[config.mk]
export PLATFORM = sky130hd
export DESIGN_NAME = lea_digit_serial_adder
export DESIGN_NICKNAME = d
export VERILOG_FILES = /design/src/rtl/lea_pkg.sv /design/src/rtl/lea_digit_adder.sv /design/src/rtl/lea_digit_serial_adder.sv
export SDC_FILE = /design/constraint.sdc
export NUM_CORES = 1
export LEC_CHECK = 0
export ABC_CLOCK_PERIOD_IN_PS = 2500
export CORE_MARGIN = 3
export CORE_UTILIZATION = 45
export CTS_CLUSTER_SIZE = 40
export DETAILED_ROUTE_END_ITERATION = 8
export DONT_BUFFER_PORTS = 1
export PLACE_DENSITY_LB_ADDON = 0.2
export SLEW_MARGIN = 20
export SYNTH_ARGS = -nofsm -noshare
export SYNTH_HDL_FRONTEND = slang
export SYNTH_SLANG_ARGS = --single-unit
[constraint.sdc]
create_clock -name clk -period 2.5 [get_ports clk]
set_input_delay 0.375 -clock clk [delete_from_list [all_inputs] [get_ports clk]]
set_output_delay 0.375 -clock clk [all_outputs]
set_load 0.01 [all_outputs]
[src/rtl/lea_pkg.sv]
// rtl/lea_pkg.sv - shared LEA datapath constants, adder state enum and digit-count helper
package lea_pkg;

    localparam int LEA_WORD_W = 32;

    typedef enum logic [1:0] {
        IDLE = 2'd0,
        RUN  = 2'd1,
        DONE = 2'd2
    } adder_state_t;

    function automatic int calc_ndig(input int width, input int digit);
        return width / digit;
    endfunction

endpackage

[src/rtl/lea_digit_adder.sv]
// rtl/lea_digit_adder.sv - combinational DIGIT-wide ripple of full adders
module lea_digit_adder #(
    parameter int DIGIT = 4
) (
    input  logic [DIGIT-1:0] a_d,
    input  logic [DIGIT-1:0] b_d,
    input  logic             cin,
    output logic [DIGIT-1:0] s_d,
    output logic             co
);

    logic [DIGIT:0] c;

    assign c[0] = cin;

    for (genvar i = 0; i < DIGIT; i++) begin : g_fa
        assign s_d[i]   = a_d[i] ^ b_d[i] ^ c[i];
        assign c[i+1]   = (a_d[i] & b_d[i]) | (c[i] & (a_d[i] ^ b_d[i]));
    end

    assign co = c[DIGIT];

endmodule

[src/rtl/lea_digit_serial_adder.sv]
// rtl/lea_digit_serial_adder.sv - digit-serial (a + b) mod 2^WIDTH; LEA_ADDER_COUT_EN builds the cout register
module lea_digit_serial_adder
    import lea_pkg::*;
#(
    parameter int WIDTH = LEA_WORD_W,
    parameter int DIGIT = 4
) (
    input  logic             clk,
    input  logic             rst,
    input  logic             in_valid,
    output logic             in_ready,
    input  logic [WIDTH-1:0] a,
    input  logic [WIDTH-1:0] b,
    output logic             out_valid,
    input  logic             out_ready,
    output logic [WIDTH-1:0] sum,
    output logic             cout
);

    localparam int NDIG  = calc_ndig(WIDTH, DIGIT);
    localparam int CNT_W = (NDIG > 1) ? $clog2(NDIG) : 1;

    adder_state_t     state_q, state_d;
    logic [WIDTH-1:0] a_q, b_q, sum_q, sum_shift;
    logic             carry_q;
    logic [CNT_W-1:0] cnt_q;
    logic [DIGIT-1:0] s_d;
    logic             co;
    logic             last_digit;
    logic             accept;

    lea_digit_adder #(.DIGIT(DIGIT)) u_digit (
        .a_d (a_q[DIGIT-1:0]),
        .b_d (b_q[DIGIT-1:0]),
        .cin (carry_q),
        .s_d (s_d),
        .co  (co)
    );

    assign in_ready   = (state_q == IDLE);
    assign out_valid  = (state_q == DONE);
    assign sum        = sum_q;
    assign accept     = in_valid && in_ready;
    assign last_digit = (cnt_q == CNT_W'(NDIG - 1));
    // New digit enters at the top so the word is LSB-aligned after NDIG shifts.
    assign sum_shift  = (sum_q >> DIGIT) | (WIDTH'(s_d) << (WIDTH - DIGIT));

    always_comb begin
        state_d = state_q;
        case (state_q)
            IDLE:    if (accept) state_d = RUN;
            RUN:     if (last_digit) state_d = DONE;
            DONE:    if (out_ready) state_d = IDLE;
            default: state_d = IDLE;
        endcase
    end

    always_ff @(posedge clk) begin
        if (rst) begin
            state_q <= IDLE;
            a_q     <= '0;
            b_q     <= '0;
            sum_q   <= '0;
            carry_q <= 1'b0;
            cnt_q   <= '0;
        end else begin
            state_q <= state_d;
            if (accept) begin
                a_q     <= a;
                b_q     <= b;
                carry_q <= 1'b0;
                cnt_q   <= '0;
            end else if (state_q == RUN) begin
                a_q     <= a_q >> DIGIT;
                b_q     <= b_q >> DIGIT;
                sum_q   <= sum_shift;
                carry_q <= co;
                cnt_q   <= cnt_q + 1'b1;
            end
        end
    end

`ifdef LEA_ADDER_COUT_EN
    logic cout_q;

    always_ff @(posedge clk) begin
        if (rst) begin
            cout_q <= 1'b0;
        end else if (accept) begin
            cout_q <= 1'b0;
        end else if (state_q == RUN && last_digit) begin
            cout_q <= co;
        end
    end

    assign cout = cout_q;
`else
    assign cout = 1'b0;
`endif

endmodule
==> metrics.yaml, run 1 <==
status: "complete, no violations"
die_h_um: 102
cts_sinks: 102
antenna_cells: 0
maxSlewViolCount: 0
leakage_nw: 1.57
syn_to_final_growth_pct: 4.44
worst_setup_path_end_kind: "flip-flop"
finalHoldViolCount: 0
vias: 3081
chipWidth_um: 102
detail_route.wirelength_um: 9510
grt_overflow: 0
setup_ws_ns: 0.340
r2r_end: "sum[31]"
gr-usage-all-layers_pct: 17.7
routedWlPerCell_um: 17.2
synth_cell_types: 27
rows: 34
r2r_start: "a_q[0]"
htree_levels: 3
avgSynthCellArea_um2: 8.99
first_iter_violations: 121
cts_buffer_depth: 2
drive_gt1_share_pct: 6.74
peakVddDrop_mv: 0.290
slew_headroom_pct: 42.1
grt_pass1_vias: 2902
clkLatencyLatePin_ns: 0.35
min_period_ns: 2.16
clkPwrFrac_pct: 31.7
whs_endpoint: "sum[26]"
reg2reg_slack_ns: 0.34
gp_congestion: 0.771
port_buffers: 0
worst_pin_slew_ns: 0.864
grt_pass1_wl_um: 14500
grt_antenna_before_repair: 0
cts.reportedPaths.clkPinSlew_ns: 0.10
synth_seq_cells: 102
core_area_mm2: 0.00885
layout.nets: 515
pin_count: 103
hold_start: "rst"
power_switching_share_pct: 25.6
synth_nets: 538
cts_buffers: 9
p_int_mw: 2.35
ys_seq_area_share_pct: 49.0
drc: 0
placed_cell_area_mm2: 0.00417
cap_violations: 0
worstSetupStartpointType: "flip-flop"
detailedPlace.worstSlack_ns: 0.331
worstPathMaxFanout: 2
start_util_pct: 47.1
hold_class: "in2reg"
viasPerCell: 5.57
synthCells: 464
final_area_mm2: 0.00436
fin_setup_tns_ns: 0
rsz0062_at_grt: "false"
reg2regPathDepth: 8
synth_area_leaders: "dfxtp_1, o221a_1, a21oi_1, nand2_1, inv_1"
detail-route-antenna-nets: 0
final_cell_mix: "dfxtp_1, a21oi_1, nand2_1"
skew_ns: 0.0135
setup_viol: 0
cp.required_ns: 2.77
whs_path_depth: 1
yosys_warnings: 0
critical_path_class: "reg2reg"
powerDensity_mw_per_mm2: 725
combinationalPowerShare_pct: 11.1
grt_max_degree: 103
synth_area_mm2: 0.00417
hpwlAfterDp_um: 6170
post-route-period-util_pct: 86.4
drt-pass1-iter-count: 4
p_sw_mw: 0.808
arrival_ns: 2.43
dieArea_mm2: 0.0105
ctsHoldBuffers: 0
fmax_mhz: 463
cts_tree: "built"
post_cts_resized: 0
final_common_cell: "dfxtp_1"
cts_root_buffer: "clkbuf_8"
pwr-share-seq_pct: 57.2
post_cts_buffers: 0
synth_top_area_cell: "dfxtp_1"
synth_top_area_share_pct: 49.0
num-fill-cells: 876
==> metrics by stage <==
stage	std cells	total power [mW]	utilization, %	hold slack [ns]
6_report	553	3.16	49.2	0.0901
3_5_place_dp	538	2.20	47.2	0.452
4_1_cts	553	3.19	49.2	0.0714
3_3_place_gp	538	2.19	47.2	0.450
5_1_grt	553	3.31	49.2	0.0533
2_1_floorplan	464	2.15	-	0.448
==> synth_stat cells <==
cell         n
a2111oi_2    1
a211oi_1     2
a21oi_1     94
a22oi_1      1
buf_1        3
buf_2       15
buf_4        1
buf_6        7
clkbuf_1    15
conb_1       1
dfxtp_1    102
fa_1         4
ha_1         2
inv_1       64
mux2i_1      2
nand2_1     68
nand2b_1     1
nand3_1      8
nor2_1       8
nor2b_1      2
nor3_1       3
nor3b_1      1
o21a_1       1
o221a_1     50
o221a_2      6
or3b_1       1
xnor2_1      1
==> power groups by stage <==
| stage | clock network (mW) | logic (mW) | registers [mW] |
|---|---|---|---|
| 4_1_cts | 1.02 | 0.356 | 1.81 |
| 5_1_grt | 1.09 | 0.400 | 1.82 |
| 3_5_place_dp | 0 | 0.356 | 1.84 |
| 6_report | 1.00 | 0.352 | 1.81 |
| 2_1_floorplan | 0 | 0.324 | 1.82 |
| 3_3_place_gp | 0 | 0.349 | 1.84 |
==> registers in the layout (all words and copies together), names as in the netlist <==
name,flops
carry_q,1
state_q,2
b_q,32
cnt_q,3
sum,32
a_q,32
==> critical path, cell delays in order (launching register included) <==
cell,delay [ns]
dfxtp_1,0.34
fa_1,0.42
inv_1,0.08
fa_1,0.16
inv_1,0.05
fa_1,0.36
inv_1,0.08
fa_1,0.40
a211oi_1,0.19
==> layer usage <==
metal  up-vias  wire length, µm  track usage, %
li1       1539                -               -
met1      1434             4250            23.1
met2        92             4350            27.5
met3        16              687            5.39
met4         0              224            7.16
met5         -                0               0
==> worst max path at each step <==
| stage | from | cells past startpoint | to |
|---|---|---|---|
| floorplan | a_q[0] | 8 | sum[31] |
| global placement | a_q[0] | 8 | sum[31] |
| detailed placement | a_q[0] | 8 | sum[31] |
| CTS | a_q[0] | 8 | sum[31] |
| global route | a_q[0] | 8 | sum[31] |
| finish | a_q[0] | 8 | sum[31] |
==> layout make-up <==
class                           count  area, µm²  share of cell area, %
Timing Repair Buffer                7       77.6                   1.78
Sequential cell                   102       2040                   46.9
Clock buffer                       12        135                   3.10
Multi-Input combinational cell    257       1680                   38.6
Inverter                           64        240                   5.52
Tap cell                          108        135                   3.10
Clock inverter                      3       46.3                   1.06
==> cell families after synthesis <==
logic type               after synthesis  share of synthesized area [%]
AO/OA/AOI/OAI                        155                           27.5
buffers and inverters                105                           11.3
flip-flops                           102                           49.0
AND/OR/NAND/NOR                       92                           9.00
adder cells (fa/ha/maj)                6                           2.52
multiplexers                           2                          0.480
other                                  1                         0.0899
XOR/XNOR                               1                          0.210
Power figures use the tool's default switching activity.
==> run 2: changes to the inputs <==
ABC_AREA = 1   (was default)
==> metrics.yaml, run 2 <==
synth_top_area_cell: "dfxtp_1"
synth_ff_type: "dfxtp_1"
start_util_pct: 46.4  # -0.70 points
maxSlewViolCount: 0  # unchanged
hold_class: "in2reg"
peakVddDrop_mv: 0.285  # -1.7%
cts.reportedPaths.clkPinSlew_ns: 0.10  # about the same
clkLatencyLatePin_ns: 0.36  # about the same
final_cell_mix: "nand2_1, nor2_1, dfxtp_1"
synth_top_area_share_pct: 45.0  # -4.0 points
crit_chain: "fa_1, inv_1, fa_1, inv_1, fa_1, inv_1, fa_1, a21oi_1"
drc: 0  # unchanged
chipWidth_um: 106  # +4.1%
cap_violations: 0  # unchanged
whs_path_depth: 1  # unchanged
detail_route.wirelength_um: 10100  # +5.7%
rsz0062_at_grt: "false"
port_buffers: 0  # unchanged
p_sw_mw: 0.929  # +15%
arrival_ns: 2.37  # -0.06 ns
gp_congestion: 0.759  # -1.6%
synth_nets: 771  # +43%
layout.nets: 746  # +45%
powerDensity_mw_per_mm2: 672  # -7.3%
cts_buffers: 9  # unchanged
cts_root_buffer: "clkbuf_8"
grt_overflow: 0  # unchanged
reg2reg_slack_ns: 0.43  # +0.09 ns
crit_cells: 8  # unchanged
synthCells: 697  # +50%
r2r_end: "sum[31]"
grt_pass1_vias: 3682  # +27%
rows: 36  # +5.9%
hold_start: "rst"
first_iter_violations: 309  # +160%
viasPerCell: 4.78  # -14%
critPathMostFrequentCell: "fa_1"
worst_setup_path_end_kind: "flip-flop"
clkPwrFrac_pct: 30.9  # -0.8 points
worstPathMaxFanout: 2  # unchanged
cp.required_ns: 2.79  # +0.02 ns
critPathSlowestCell: "fa_1"
hpwlAfterDp_um: 6690  # +8.5%
fmax_mhz: 483  # +4.3%
synth_area_leaders: "dfxtp_1, nand2_1, nor2_1, nand3_1, inv_1"
ctsHoldBuffers: 0  # unchanged
cts_sinks: 102  # unchanged
whs_endpoint: "b_q[13]"
cts_tree: "built"
fin_setup_tns_ns: 0  # unchanged
p_int_mw: 2.28  # -2.9%
die_h_um: 106  # +4.1%
synth_cell_types: 18  # -33%
reg2regPathDepth: 8  # unchanged
finalHoldViolCount: 0  # unchanged
drt-pass1-iter-count: 8  # +4
final_common_cell: "nand2_1"
synth_seq_cells: 102  # unchanged
slew_headroom_pct: 43.5  # +1.4 points
post_cts_resized: 0  # unchanged
synth_commonest_cells: "nand2_1, nor2_1, dfxtp_1, inv_1, nand3_1"
leakage_nw: 2.51  # +59%
drive_gt1_share_pct: 3.84  # -2.9 points
combinationalPowerShare_pct: 11.9  # +0.8 points
syn_to_final_growth_pct: 5.29
vias: 3868  # +26%
synthArstFlopShare_pct: 0  # unchanged
grt_pass1_wl_um: 16900  # +17%
status: "complete, no violations"
antenna_cells: 0  # unchanged
gr-usage-all-layers_pct: 18.1  # +0.38 points
cts_buffer_depth: 2  # unchanged
post-route-period-util_pct: 82.8  # -3.6 points
pin_count: 103  # unchanged
grt_antenna_before_repair: 0  # unchanged
routedWlPerCell_um: 12.4  # -28%
synth.most_common_cell: "nand2_1"
pwr-share-seq_pct: 57.1  # about the same
synth_area_mm2: 0.00454  # +8.8%
r2r_start: "a_q[0]"
power_switching_share_pct: 28.9  # +3.3 points
worst_pin_slew_ns: 0.846  # -0.0178 ns
path_buf_inv: 3  # unchanged
critPathMaxStageDelay_ns: 0.42  # about the same
avgSynthCellArea_um2: 6.51  # -28%
detail-route-antenna-nets: 0  # unchanged
critical_path_class: "reg2reg"
post_cts_buffers: 0  # unchanged
dieArea_mm2: 0.0113  # +8.3%
min_period_ns: 2.07  # -0.0893 ns
htree_levels: 3  # unchanged
synth_edf_count: 0  # unchanged
power_mw: 3.21  # +1.7%
grt_max_degree: 67  # -35%
setup_viol: 0  # unchanged
core_area_mm2: 0.00977  # +10%
critPathTopFamily: "adder cells"
skew_ns: 0.0139  # +0.000442 ns
ys_seq_area_share_pct: 45.0  # -4.0 points
worstSetupStartpointType: "flip-flop"
yosys_warnings: 0  # unchanged
run 2: cell types whose count changed after synthesis, sizes merged, moves of 3 or more:
cell | before | now
nand3 | 8 | 57
nor3 | 3 | 0
a21oi | 94 | 13
nor2 | 8 | 177
nand2 | 68 | 194
o21ai | 0 | 34
inv | 64 | 69
clkbuf | 15 | 18
o221a | 56 | 0
run 2: logic make-up after synthesis:
kind of cell,share of synthesized area (%)
compound gates,5.43
xor+xnor,0.193
fa+ha+maj,2.32
buf+inv,10.0
flops,45.0
other cells,0.0826
simple gates,37.0
run 2: how the worst max path moves through the flow:
stage,start,to,slack [ns]
3_3_place_gp,a_q[0],sum[31],0.51
5_1_grt,a_q[0],sum[31],0.30
2_1_floorplan,a_q[0],sum[31],0.56
3_5_place_dp,a_q[0],sum[31],0.45
4_1_cts,a_q[0],sum[31],0.41
6_report,a_q[0],sum[31],0.43
run 2: power by group through the flow:
stage	Clock (mW)	Sequential [mW]	Combinational [mW]
floorplan	0	1.85	0.346
global placement	0	1.87	0.378
detailed placement	0	1.87	0.388
CTS	1.03	1.84	0.390
global route	1.09	1.85	0.456
finish	0.994	1.84	0.383
run 2: metrics by stage:
stage | setup WS (ns) | util, % | hold slack [ns] | cells | cell area [µm²]
floorplan | 0.556 | - | 0.445 | 697 | 4540
global placement | 0.508 | 47.0 | 0.447 | 794 | 4590
detailed placement | 0.448 | 47.0 | 0.450 | 794 | 4590
CTS | 0.414 | 48.9 | 0.0533 | 810 | 4780
global route | 0.304 | 48.9 | 0.0425 | 810 | 4780
finish | 0.429 | 48.9 | 0.0759 | 810 | 4780
run 2: per-layer routing:
| metal | part of all wire, % | GRT usage, % |
|---|---|---|
| met2 | 48 | 30.6 |
| met5 | 0 | 0 |
| met4 | 0.78 | 4.75 |
| met1 | 43 | 22.4 |
| met3 | 8.0 | 5.71 |
run 2: cell type report:
class | instances | area (µm²)
Clock buffer | 10 | 138
Clock inverter | 6 | 51.3
Fill cell | 1060 | 5000
Inverter | 69 | 259
Multi-Input combinational cell | 484 | 2060
Sequential cell | 102 | 2040
Tap cell | 133 | 166
Timing Repair Buffer | 6 | 57.6
==> run 3: changes to the inputs <==
ABC_AREA = 0   (was 1)
ABC_CLOCK_PERIOD_IN_PS = 2100   (was 2500)
clock period = 2.1 ns   (was 2.5 ns; I/O delays follow)
==> metrics.yaml, run 3 (same netlist as run 1, synthesis figures left out) <==
status: "finished with violations"
violations: "negative setup slack"
grt_pass1_wl_um: 15400  # -8.8%
min_period_ns: 2.12  # +0.0457 ns
drt-pass1-iter-count: 4  # -4
maxSlewViolCount: 0  # unchanged
cts.reportedPaths.clkPinSlew_ns: 0.10  # about the same
grt_pass1_vias: 3104  # -16%
skew_ns: 0.0129  # -0.00106 ns
final_area_mm2: 0.00460  # -3.8%
final_common_cell: "dfxtp_1"
cts_buffers: 9  # unchanged
htree_levels: 3  # unchanged
pin_count: 103  # unchanged
p_int_mw: 2.84  # +25%
post-route-period-util_pct: 101  # +18 points
worstPathMaxFanout: 2  # unchanged
cts_sinks: 102  # unchanged
port_buffers: 0  # unchanged
p_sw_mw: 1.03  # +11%
cap_violations: 0  # unchanged
vias: 3197  # -17%
cts_root_buffer: "clkbuf_8"
leakage_nw: 1.71  # -32%
detail_route.wirelength_um: 9910  # -1.4%
setup_ws_ns: -0.0166  # -0.446 ns
die_h_um: 102  # -3.9%
r2r_start: "carry_q"
arrival_ns: 2.41  # +0.04 ns
detailedPlace.worstSlack_ns: -0.0621  # -0.510 ns
critical_path_class: "reg2reg"
drive_gt1_share_pct: 10.9  # +7.0 points
hold_class: "in2reg"
first_iter_violations: 105  # -66%
clkLatencyLatePin_ns: 0.36  # about the same
final_cell_mix: "dfxtp_1, a21oi_1, nand2_1"
fmax_mhz: 472  # -2.2%
num-fill-cells: 867  # -18%
pwr-share-seq_pct: 55.7  # -1.4 points
gr-usage-all-layers_pct: 18.8  # +0.75 points
core_area_mm2: 0.00885  # -9.5%
start_util_pct: 47.1  # +0.70 points
dieArea_mm2: 0.0105  # -7.7%
detail-route-antenna-nets: 0  # unchanged
cp.required_ns: 2.39  # -0.40 ns
chipWidth_um: 102  # -3.9%
routedWlPerCell_um: 17.2  # +38%
drc: 0  # unchanged
power_switching_share_pct: 26.5  # -2.4 points
worstSetupStartpointType: "flip-flop"
finalHoldViolCount: 0  # unchanged
powerDensity_mw_per_mm2: 842  # +25%
layout.nets: 538  # -28%
fin_util_pct: 51.9  # +3.1 points
rows: 34  # -5.6%
gp_congestion: 0.753  # -0.74%
cts_buffer_depth: 2  # unchanged
grt_max_degree: 98  # +46%
setup_viol: 1  # +1
syn_to_final_growth_pct: 10.2
hpwlAfterDp_um: 6340  # -5.3%
worst_setup_path_end_kind: "flip-flop"
placed_cell_area_mm2: 0.00420  # -8.6%
hold_start: "rst"
clkPwrFrac_pct: 32.4  # +1.5 points
grt_overflow: 0  # unchanged
rsz0062_at_grt: "true"
crit_start: "carry_q"
cts_tree: "built"
viasPerCell: 5.53  # +16%
grt_antenna_before_repair: 1  # +1
peakVddDrop_mv: 0.340  # +19%
combinationalPowerShare_pct: 11.9  # about the same
run 3: cell types whose count changed in the layout (fill, tap and decap cells not counted), moves of 6 or more:
cell and delta:
nand3_1 -49, a21oi_1 +81, buf_4 +9, o21ai_0 -33, o221a_1 +50, inv_1 -7, nor2_1 -168, nand2_1 -126
dlygate4sd3_1 +14, o221a_2 +6
run 3: worst max-delay path, cell delays in order, from the launching register on:
cell,delay (ns)
dfxtp_2,0.35
fa_2,0.38
inv_2,0.06
fa_2,0.19
inv_2,0.04
fa_2,0.38
inv_2,0.06
fa_1,0.41
a211oi_2,0.19
run 3: power groups by stage:
stage | Combinational [mW] | Sequential [mW] | Clock (mW)
floorplan | 0.386 | 2.17 | 0
global placement | 0.423 | 2.19 | 0
detailed placement | 0.430 | 2.20 | 0
CTS | 0.452 | 2.15 | 1.29
global route | 0.525 | 2.17 | 1.38
finish | 0.462 | 2.15 | 1.25
run 3: metal layers:
layer / track usage [%] / vias up / routed length, µm
met3: 5.73 / 13 / 676
met5: 0 / - / 0
met4: 8.58 / 0 / 191
met1: 23.7 / 1521 / 4360
li1: - / 1583 / -
met2: 29.8 / 80 / 4680
run 3: path summary, 6_finish.rpt:
path | slack (ns) | endpoint | cells past startpoint
setup / recovery | -0.02 | sum[31] | 8
hold / removal | 0.03 | sum[17] | 1
setup reg to reg | -0.02 | sum[31] | 8
hold reg to reg | 0.47 | b_q[29] | 2
run 3: what timing repair did:
action	CTS	global route
endpoints found under the hold margin	16	2
hold buffers	13	1
setup buffers	1	5
setup endpoints to repair	1	12
resized for setup	4	5
gates cloned	0	0
pin swaps	2	4
run 3: final cells by class:
cell class	count	area (µm²)	share of cell area, %
Antenna cell	1	2.50	0.0545
Clock buffer	10	128	2.78
Clock inverter	6	68.8	1.50
Inverter	64	240	5.23
Multi-Input combinational cell	257	1690	36.8
Sequential cell	102	2040	44.5
Tap cell	108	135	2.94
Timing Repair Buffer	30	285	6.21
run 3: metrics by stage:
stage	hold slack [ns]	TNS [ns]	total power, mW	cells
after floorplan	0.448	0	2.56	464
after global placement	0.392	0	2.62	541
after detailed placement	0.394	-0.0621	2.63	541
after CTS	0.00371	-0.0222	3.89	571
after global routing	0.00642	-0.0733	4.07	578
final	0.0327	-0.0166	3.87	578
